## src/rtl/uart_pkg.sv

```systemverilog
// Shared UART definitions: receiver FSM state encoding and default frame geometry.
package uart_pkg;

    typedef enum logic [2:0] {
        ST_IDLE      = 3'd0,
        ST_START     = 3'd1,
        ST_DATA      = 3'd2,
        ST_PARITY    = 3'd3,
        ST_STOP      = 3'd4,
        ST_WAIT_HIGH = 3'd5
    } uart_state_t;

    localparam int UART_DBIT_DEFAULT    = 8;
    localparam int UART_SB_TICK_DEFAULT = 16;

endpackage

```

## src/rtl/uart_baud_gen.sv

```systemverilog
// Free-running 16x oversample tick generator; tick period is dvsr+1 clock cycles.
module uart_baud_gen (
    input  logic        clk,
    input  logic        reset_n,
    input  logic [10:0] dvsr,
    output logic        tick
);

    logic [10:0] count_q;
    logic [10:0] count_d;

    // Using >= lets a lowered divisor take effect at once instead of wrapping through 2047.
    assign tick    = (count_q >= dvsr);
    assign count_d = tick ? 11'd0 : count_q + 11'd1;

    always_ff @(posedge clk or negedge reset_n) begin
        if (!reset_n) begin
            count_q <= 11'd0;
        end else begin
            count_q <= count_d;
        end
    end

endmodule

```

## src/rtl/uart_rx_checked.sv

```systemverilog
// Oversampling UART receiver with optional parity, frame/break detection and a one-deep
// valid/ready output register that reports overrun when a finished frame cannot be held.
module uart_rx_checked
    import uart_pkg::*;
#(
    parameter int DBIT    = UART_DBIT_DEFAULT,
    parameter int SB_TICK = UART_SB_TICK_DEFAULT
) (
    input  logic            clk,
    input  logic            reset_n,
    input  logic [10:0]     dvsr,
    input  logic            rx,
    input  logic            parity_en,
    input  logic            parity_odd,
    output logic [DBIT-1:0] rx_data,
    output logic            rx_valid,
    input  logic            rx_ready,
    output logic            frame_err,
    output logic            parity_err,
    output logic            break_det,
    output logic            overrun
);

    localparam int SW = (SB_TICK > 16) ? $clog2(SB_TICK) : 4;
    localparam int NW = (DBIT > 1) ? $clog2(DBIT) : 1;

    logic tick;

    uart_baud_gen u_baud (
        .clk     (clk),
        .reset_n (reset_n),
        .dvsr    (dvsr),
        .tick    (tick)
    );

    logic sync1_q, sync2_q;
    logic rx_s;

    always_ff @(posedge clk or negedge reset_n) begin
        if (!reset_n) begin
            sync1_q <= 1'b1;
            sync2_q <= 1'b1;
        end else begin
            sync1_q <= rx;
            sync2_q <= sync1_q;
        end
    end

    assign rx_s = sync2_q;

    uart_state_t     state_q, state_d;
    logic [SW-1:0]   s_q, s_d;
    logic [NW-1:0]   n_q, n_d;
    logic [DBIT-1:0] b_q, b_d;
    logic            par_en_q, par_en_d;
    logic            par_odd_q, par_odd_d;
    logic            par_bit_q, par_bit_d;
    logic            done;

    always_comb begin
        state_d   = state_q;
        s_d       = s_q;
        n_d       = n_q;
        b_d       = b_q;
        par_en_d  = par_en_q;
        par_odd_d = par_odd_q;
        par_bit_d = par_bit_q;
        done      = 1'b0;
        case (state_q)
            ST_IDLE: begin
                if (!rx_s) begin
                    state_d   = ST_START;
                    s_d       = '0;
                    par_en_d  = parity_en;
                    par_odd_d = parity_odd;
                end
            end
            ST_START: begin
                if (tick) begin
                    if (s_q == SW'(7)) begin
                        if (!rx_s) begin
                            state_d = ST_DATA;
                            s_d     = '0;
                            n_d     = '0;
                        end else begin
                            state_d = ST_IDLE;
                        end
                    end else begin
                        s_d = s_q + SW'(1);
                    end
                end
            end
            ST_DATA: begin
                if (tick) begin
                    if (s_q == SW'(15)) begin
                        s_d = '0;
                        b_d = {rx_s, b_q[DBIT-1:1]};
                        if (n_q == NW'(DBIT - 1)) begin
                            state_d = par_en_q ? ST_PARITY : ST_STOP;
                        end else begin
                            n_d = n_q + NW'(1);
                        end
                    end else begin
                        s_d = s_q + SW'(1);
                    end
                end
            end
            ST_PARITY: begin
                if (tick) begin
                    if (s_q == SW'(15)) begin
                        s_d       = '0;
                        par_bit_d = rx_s;
                        state_d   = ST_STOP;
                    end else begin
                        s_d = s_q + SW'(1);
                    end
                end
            end
            ST_STOP: begin
                if (tick) begin
                    if (s_q == SW'(SB_TICK - 1)) begin
                        done    = 1'b1;
                        s_d     = '0;
                        state_d = rx_s ? ST_IDLE : ST_WAIT_HIGH;
                    end else begin
                        s_d = s_q + SW'(1);
                    end
                end
            end
            ST_WAIT_HIGH: begin
                if (rx_s) begin
                    state_d = ST_IDLE;
                end
            end
            default: state_d = ST_IDLE;
        endcase
    end

    always_ff @(posedge clk or negedge reset_n) begin
        if (!reset_n) begin
            state_q   <= ST_IDLE;
            s_q       <= '0;
            n_q       <= '0;
            b_q       <= '0;
            par_en_q  <= 1'b0;
            par_odd_q <= 1'b0;
            par_bit_q <= 1'b0;
        end else begin
            state_q   <= state_d;
            s_q       <= s_d;
            n_q       <= n_d;
            b_q       <= b_d;
            par_en_q  <= par_en_d;
            par_odd_q <= par_odd_d;
            par_bit_q <= par_bit_d;
        end
    end

    // Flags are evaluated from the stop-bit sample itself, in the completion cycle.
    logic new_frame_err, new_par_err, new_break;

    assign new_frame_err = !rx_s;
    assign new_par_err   = par_en_q && ((^b_q ^ par_bit_q) != par_odd_q);
    assign new_break     = (b_q == '0) && !(par_en_q && par_bit_q) && !rx_s;

    logic [DBIT-1:0] rx_data_q;
    logic            rx_valid_q, frame_err_q, parity_err_q, break_det_q, overrun_q;

    always_ff @(posedge clk or negedge reset_n) begin
        if (!reset_n) begin
            rx_data_q    <= '0;
            rx_valid_q   <= 1'b0;
            frame_err_q  <= 1'b0;
            parity_err_q <= 1'b0;
            break_det_q  <= 1'b0;
            overrun_q    <= 1'b0;
        end else begin
            overrun_q <= done && rx_valid_q && !rx_ready;
            if (done && (!rx_valid_q || rx_ready)) begin
                rx_data_q    <= b_q;
                frame_err_q  <= new_frame_err;
                parity_err_q <= new_par_err;
                break_det_q  <= new_break;
                rx_valid_q   <= 1'b1;
            end else if (rx_valid_q && rx_ready) begin
                rx_valid_q <= 1'b0;
            end
        end
    end

    assign rx_data    = rx_data_q;
    assign rx_valid   = rx_valid_q;
    assign frame_err  = frame_err_q;
    assign parity_err = parity_err_q;
    assign break_det  = break_det_q;
    assign overrun    = overrun_q;

endmodule

```

## config.mk

```make
export PLATFORM = sky130hd
export DESIGN_NAME = uart_rx_checked
export DESIGN_NICKNAME = d
export VERILOG_FILES = /design/src/rtl/uart_pkg.sv /design/src/rtl/uart_baud_gen.sv /design/src/rtl/uart_rx_checked.sv
export SDC_FILE = /design/constraint.sdc
export NUM_CORES = 1
export LEC_CHECK = 0
export ABC_AREA = 1
export ABC_CLOCK_PERIOD_IN_PS = 3100
export CAP_MARGIN = 25
export CORE_ASPECT_RATIO = 2
export CORE_MARGIN = 2
export CORE_UTILIZATION = 55
export DETAILED_ROUTE_END_ITERATION = 10
export PLACE_DENSITY_LB_ADDON = 0.2
export SYNTH_ARGS = -nofsm -noshare
export SYNTH_HDL_FRONTEND = slang
export SYNTH_SLANG_ARGS = --single-unit
```

## constraint.sdc

```tcl
create_clock -name clk -period 3.1 [get_ports clk]
set_clock_uncertainty 0.2 [all_clocks]
set_input_delay 0.31 -clock clk [delete_from_list [all_inputs] [get_ports clk]]
set_output_delay 0.31 -clock clk [all_outputs]
set_load 0.05 [all_outputs]
```

==> summary.md <==
| Metric | Value |
|---|---|
| Drt pass-1 iters | `4` |
| Req. time, crit path | `3.09 ns` |
| PD cells | `678.2 nW/um2` |
| Status | `completed` |
| Slew HR | `66.49%` |
| Share of cells above drive strength 1 | `17.51%` |
| Chip width | `54.16 um` |
| Critical path type | `in2reg` |
| Worst-path maximum fanout | `23` |
| Avg Vias per Cell | `5.134` |
| Layout area overhead | `16.73%` |
| Final Setup Violations | `0` |
| Setup bufs post-CTS | `0` |
| Root Driver | `clkbuf_8` |
| Period Utilization, post-route | `76.67%` |
| Average cell area after synthesis | `8.676 um2` |
| Clk pwr share | `20.8%` |
| First-pass GRT wire length | `8424 um` |
| Syn Std Cell Area | `2768 um2` |
| Slew @ Worst Pin | `0.5010 ns` |
| Final ANT Viol Nets | `0` |
| Largest net degree at the start of global routing | `48` |
| IO Pins | `30` |
| Lkg Pwr | `1.636 nW` |
| Slew Viols, Final | `0` |
| Row count | `36` |
| Logic pwr share | `39.8%` |
| Worst skew pair latency | `0.30 ns` |
| DRC errors left | `0` |
| Commonest cells post-synth | `74 x nand2_1, 45 x dfrtp_1, 45 x inv_1` |
| Number of global-route vias before repair | `2013` |
| Top-area cell type share of the netlist area | `40.69%` |
| Area post-placement | `3083 um2` |
| Number of flops mapped to enable cells by yosys | `0` |
| Final hold vios | `0` |
| Die span in y | `104.3 um` |
| Warnings, synthesis | `0` |
| Initial antenna violation count | `0` |
| Max clock buf depth | `2` |
| Total gr overflow | `0` |
| CTS clk-pin slew, worst paths | `0.08 ns` |
| CTS tree | `yes` |
| P_int | `1.332 mW` |
| Worst setup EP type | `register` |
| Reg2reg start | `u_baud.count_q[9]` |
| Crit path from | `dvsr[10]` |
| Switching part of the total | `39.20%` |
| Yosys reg bits | `47` |
| Arr. time, crit path | `2.37 ns` |
| Vias after detailed routing | `2110` |
| Fillers | `393` |
| Gp weighted congestion | `0.8760` |
| Worst path slowest cell | `clkdlybuf4s50_1` |
| Async SR Flop Fraction | `100.0%` |
| Nets@finish | `389` |
| Startpoint Class | `primary input` |
| Crit-path max cell delay | `0.45 ns` |
| Synthesized instance count | `319` |
| Detailed Place HPWL | `4080 um` |
| Post-Route WL | `5175 um` |
| Fmax | `0.4208 GHz` |
| Sw Pwr | `858.8 uW` |
| Main synth FF type | `dfrtp_1` |
| Number of max-cap violations | `0` |
| ANT cells | `0` |
| Initial Util | `56.89%` |
| Netlist cell types | `35` |
| Maximum VDD drop | `0.6890 mV` |
| Syn Nets | `355` |
| Area of the multi-input gates | `1360 um2` |
| Register Area | `1179 um2` |
| RSZ-0062 raised after global routing | `no` |
| Min cycle time layout | `2.377 ns` |
| Setup tns final | `0 ns` |
| Area contributors post-synth | `dfrtp_1 41%, nand2_1 10%, ha_1 8.6%` |
| Cell area after layout | `3231 um2` |
| Sequential share of the synthesized area | `42.59%` |
| # clock sinks | `47` |
| Count leader, synth | `nand2_1` |
| Hold Crit Class | `in2async` |
| Top cell type by total area after synthesis | `dfrtp_1` |
| Total Die Area | `5650 um2` |
| Power share of the sequential group | `39.4%` |
| Total GRT Usage | `20.35%` |
| H-tree Lvls | `2` |
| Cells along the critical path | `clkdlybuf4s50_1 > inv_1 > ha_1 > nand2_1 > nor2_1 > nand3b_1 > nand2_2 > nor2_8 > nor2_8 > nand3_4 > nand2_1 > o21ai_2` |
| CTS buffer count | `5` |
| Core box area | `4865 um2` |
| Largest delay share family, worst path | `simple AND/OR/NAND/NOR gates` |
| 1st-iter DRT viols | `36` |
| Crit path buf inv count | `2` |
| Drt wl/cell | `12.59 um` |
| Port bufs | `29` |
[cell type report]
| class | instances | area share, % |
|---|---|---|
| Inverter | 50 | 5.809 |
| Tap cell | 57 | 2.208 |
| Sequential cell | 47 | 36.48 |
| Clock buffer | 6 | 2.556 |
| Clock inverter | 2 | 1.084 |
| Timing Repair Buffer | 31 | 9.760 |
| Multi-Input combinational cell | 218 | 42.10 |
[metrics by stage]
step / worst slack [ns] / util (%) / hold slack [ns] / power [mW] / cells
finish: 0.7233 / 66.41 / 0.1589 / 2.191 / 411
global route: 0.6047 / 66.41 / 0.1674 / 2.368 / 411
CTS: 0.7086 / 65.79 / 0.01133 / 2.210 / 409
detailed placement: 0.3865 / 63.37 / 0.1540 / 1.742 / 401
global placement: 0.4361 / 63.37 / 0.1463 / 1.713 / 401
floorplan: 1.162 / - / -0.1856 / 1.531 / 319
[path summary, 6_finish.rpt]
path,endpoint,slack (ns),cells after the start
max in group asynchronous,rx_s,2.04,3
min in group clk,rx_s,0.16,0
setup / recovery,rx_data[4],0.72,12
hold / removal,n_q[0],0.16,2
setup reg to reg,rx_data[4],0.79,10
hold reg to reg,rx_s,0.16,0
[power by group through the flow]
stage / Combinational, mW / Clock (mW) / Sequential (mW)
after detailed placement: 0.869 / 0 / 0.873
after CTS: 0.876 / 0.471 / 0.863
after floorplan: 0.697 / 0 / 0.834
final: 0.872 / 0.456 / 0.864
after global placement: 0.844 / 0 / 0.869
after global routing: 0.987 / 0.497 / 0.884
[flip-flops by register name, indices dropped and copies added (netlist names)]
signal / count
sync1_q: 1
u_baud.count_q: 11
par_bit_q: 1
rx_data: 8
break_det: 1
rx_valid: 1
par_en_q: 1
overrun: 1
n_q: 3
parity_err: 1
state_q: 3
b_q: 8
rx_s: 1
s_q: 4
frame_err: 1
par_odd_q: 1
[worst register-to-register path, cell delays in order (launching register included)]
cell and delay (ns):
dfrtp_1 0.43, ha_1 0.29, nand2_1 0.08, nor2_1 0.21, nand3b_1 0.12, nand2_2 0.12
nor2_8 0.09, nor2_8 0.12, nand3_4 0.29, nand2_1 0.17, o21ai_2 0.06
[kinds of logic after synthesis]
| logic type | share of synthesized area (%) |
|---|---|
| simple gates | 26.31 |
| buf+inv | 8.273 |
| flops | 42.59 |
| compound gates | 11.84 |
| fa+ha+maj | 8.590 |
| xor+xnor | 1.583 |
| mux | 0.8137 |
[repair_timing]
item | 4_1_cts | 5_1_grt
hold buffers | 0 | 1
resized for setup | 0 | 0
hold endpoints to repair | 0 | 45
[routing by layer]
layer	routed length (um)	vias to the layer above	GRT usage, %
met4	102	0	8.036
met5	0	-	0
met1	1908	979	19.64
met2	3028	33	38.38
li1	-	1090	-
met3	136	8	3.879
[layout by cell type (no fill, tap or decap), drive strengths merged, types with 2 or more instances in the layout]
cell type and count:
nor3 8, dfstp 2, o21ai 24, clkdlybuf4s50 28
mux2 2, nand2 87, nand3 19, buf 2
nand3b 4, dfrtp 45, inv 50, clkbuf 6
xnor2 3, nand2b 2, nor2 26, xor2 2
ha 19, a21oi 14
Note: power is estimated with default switching activity, not from simulation.
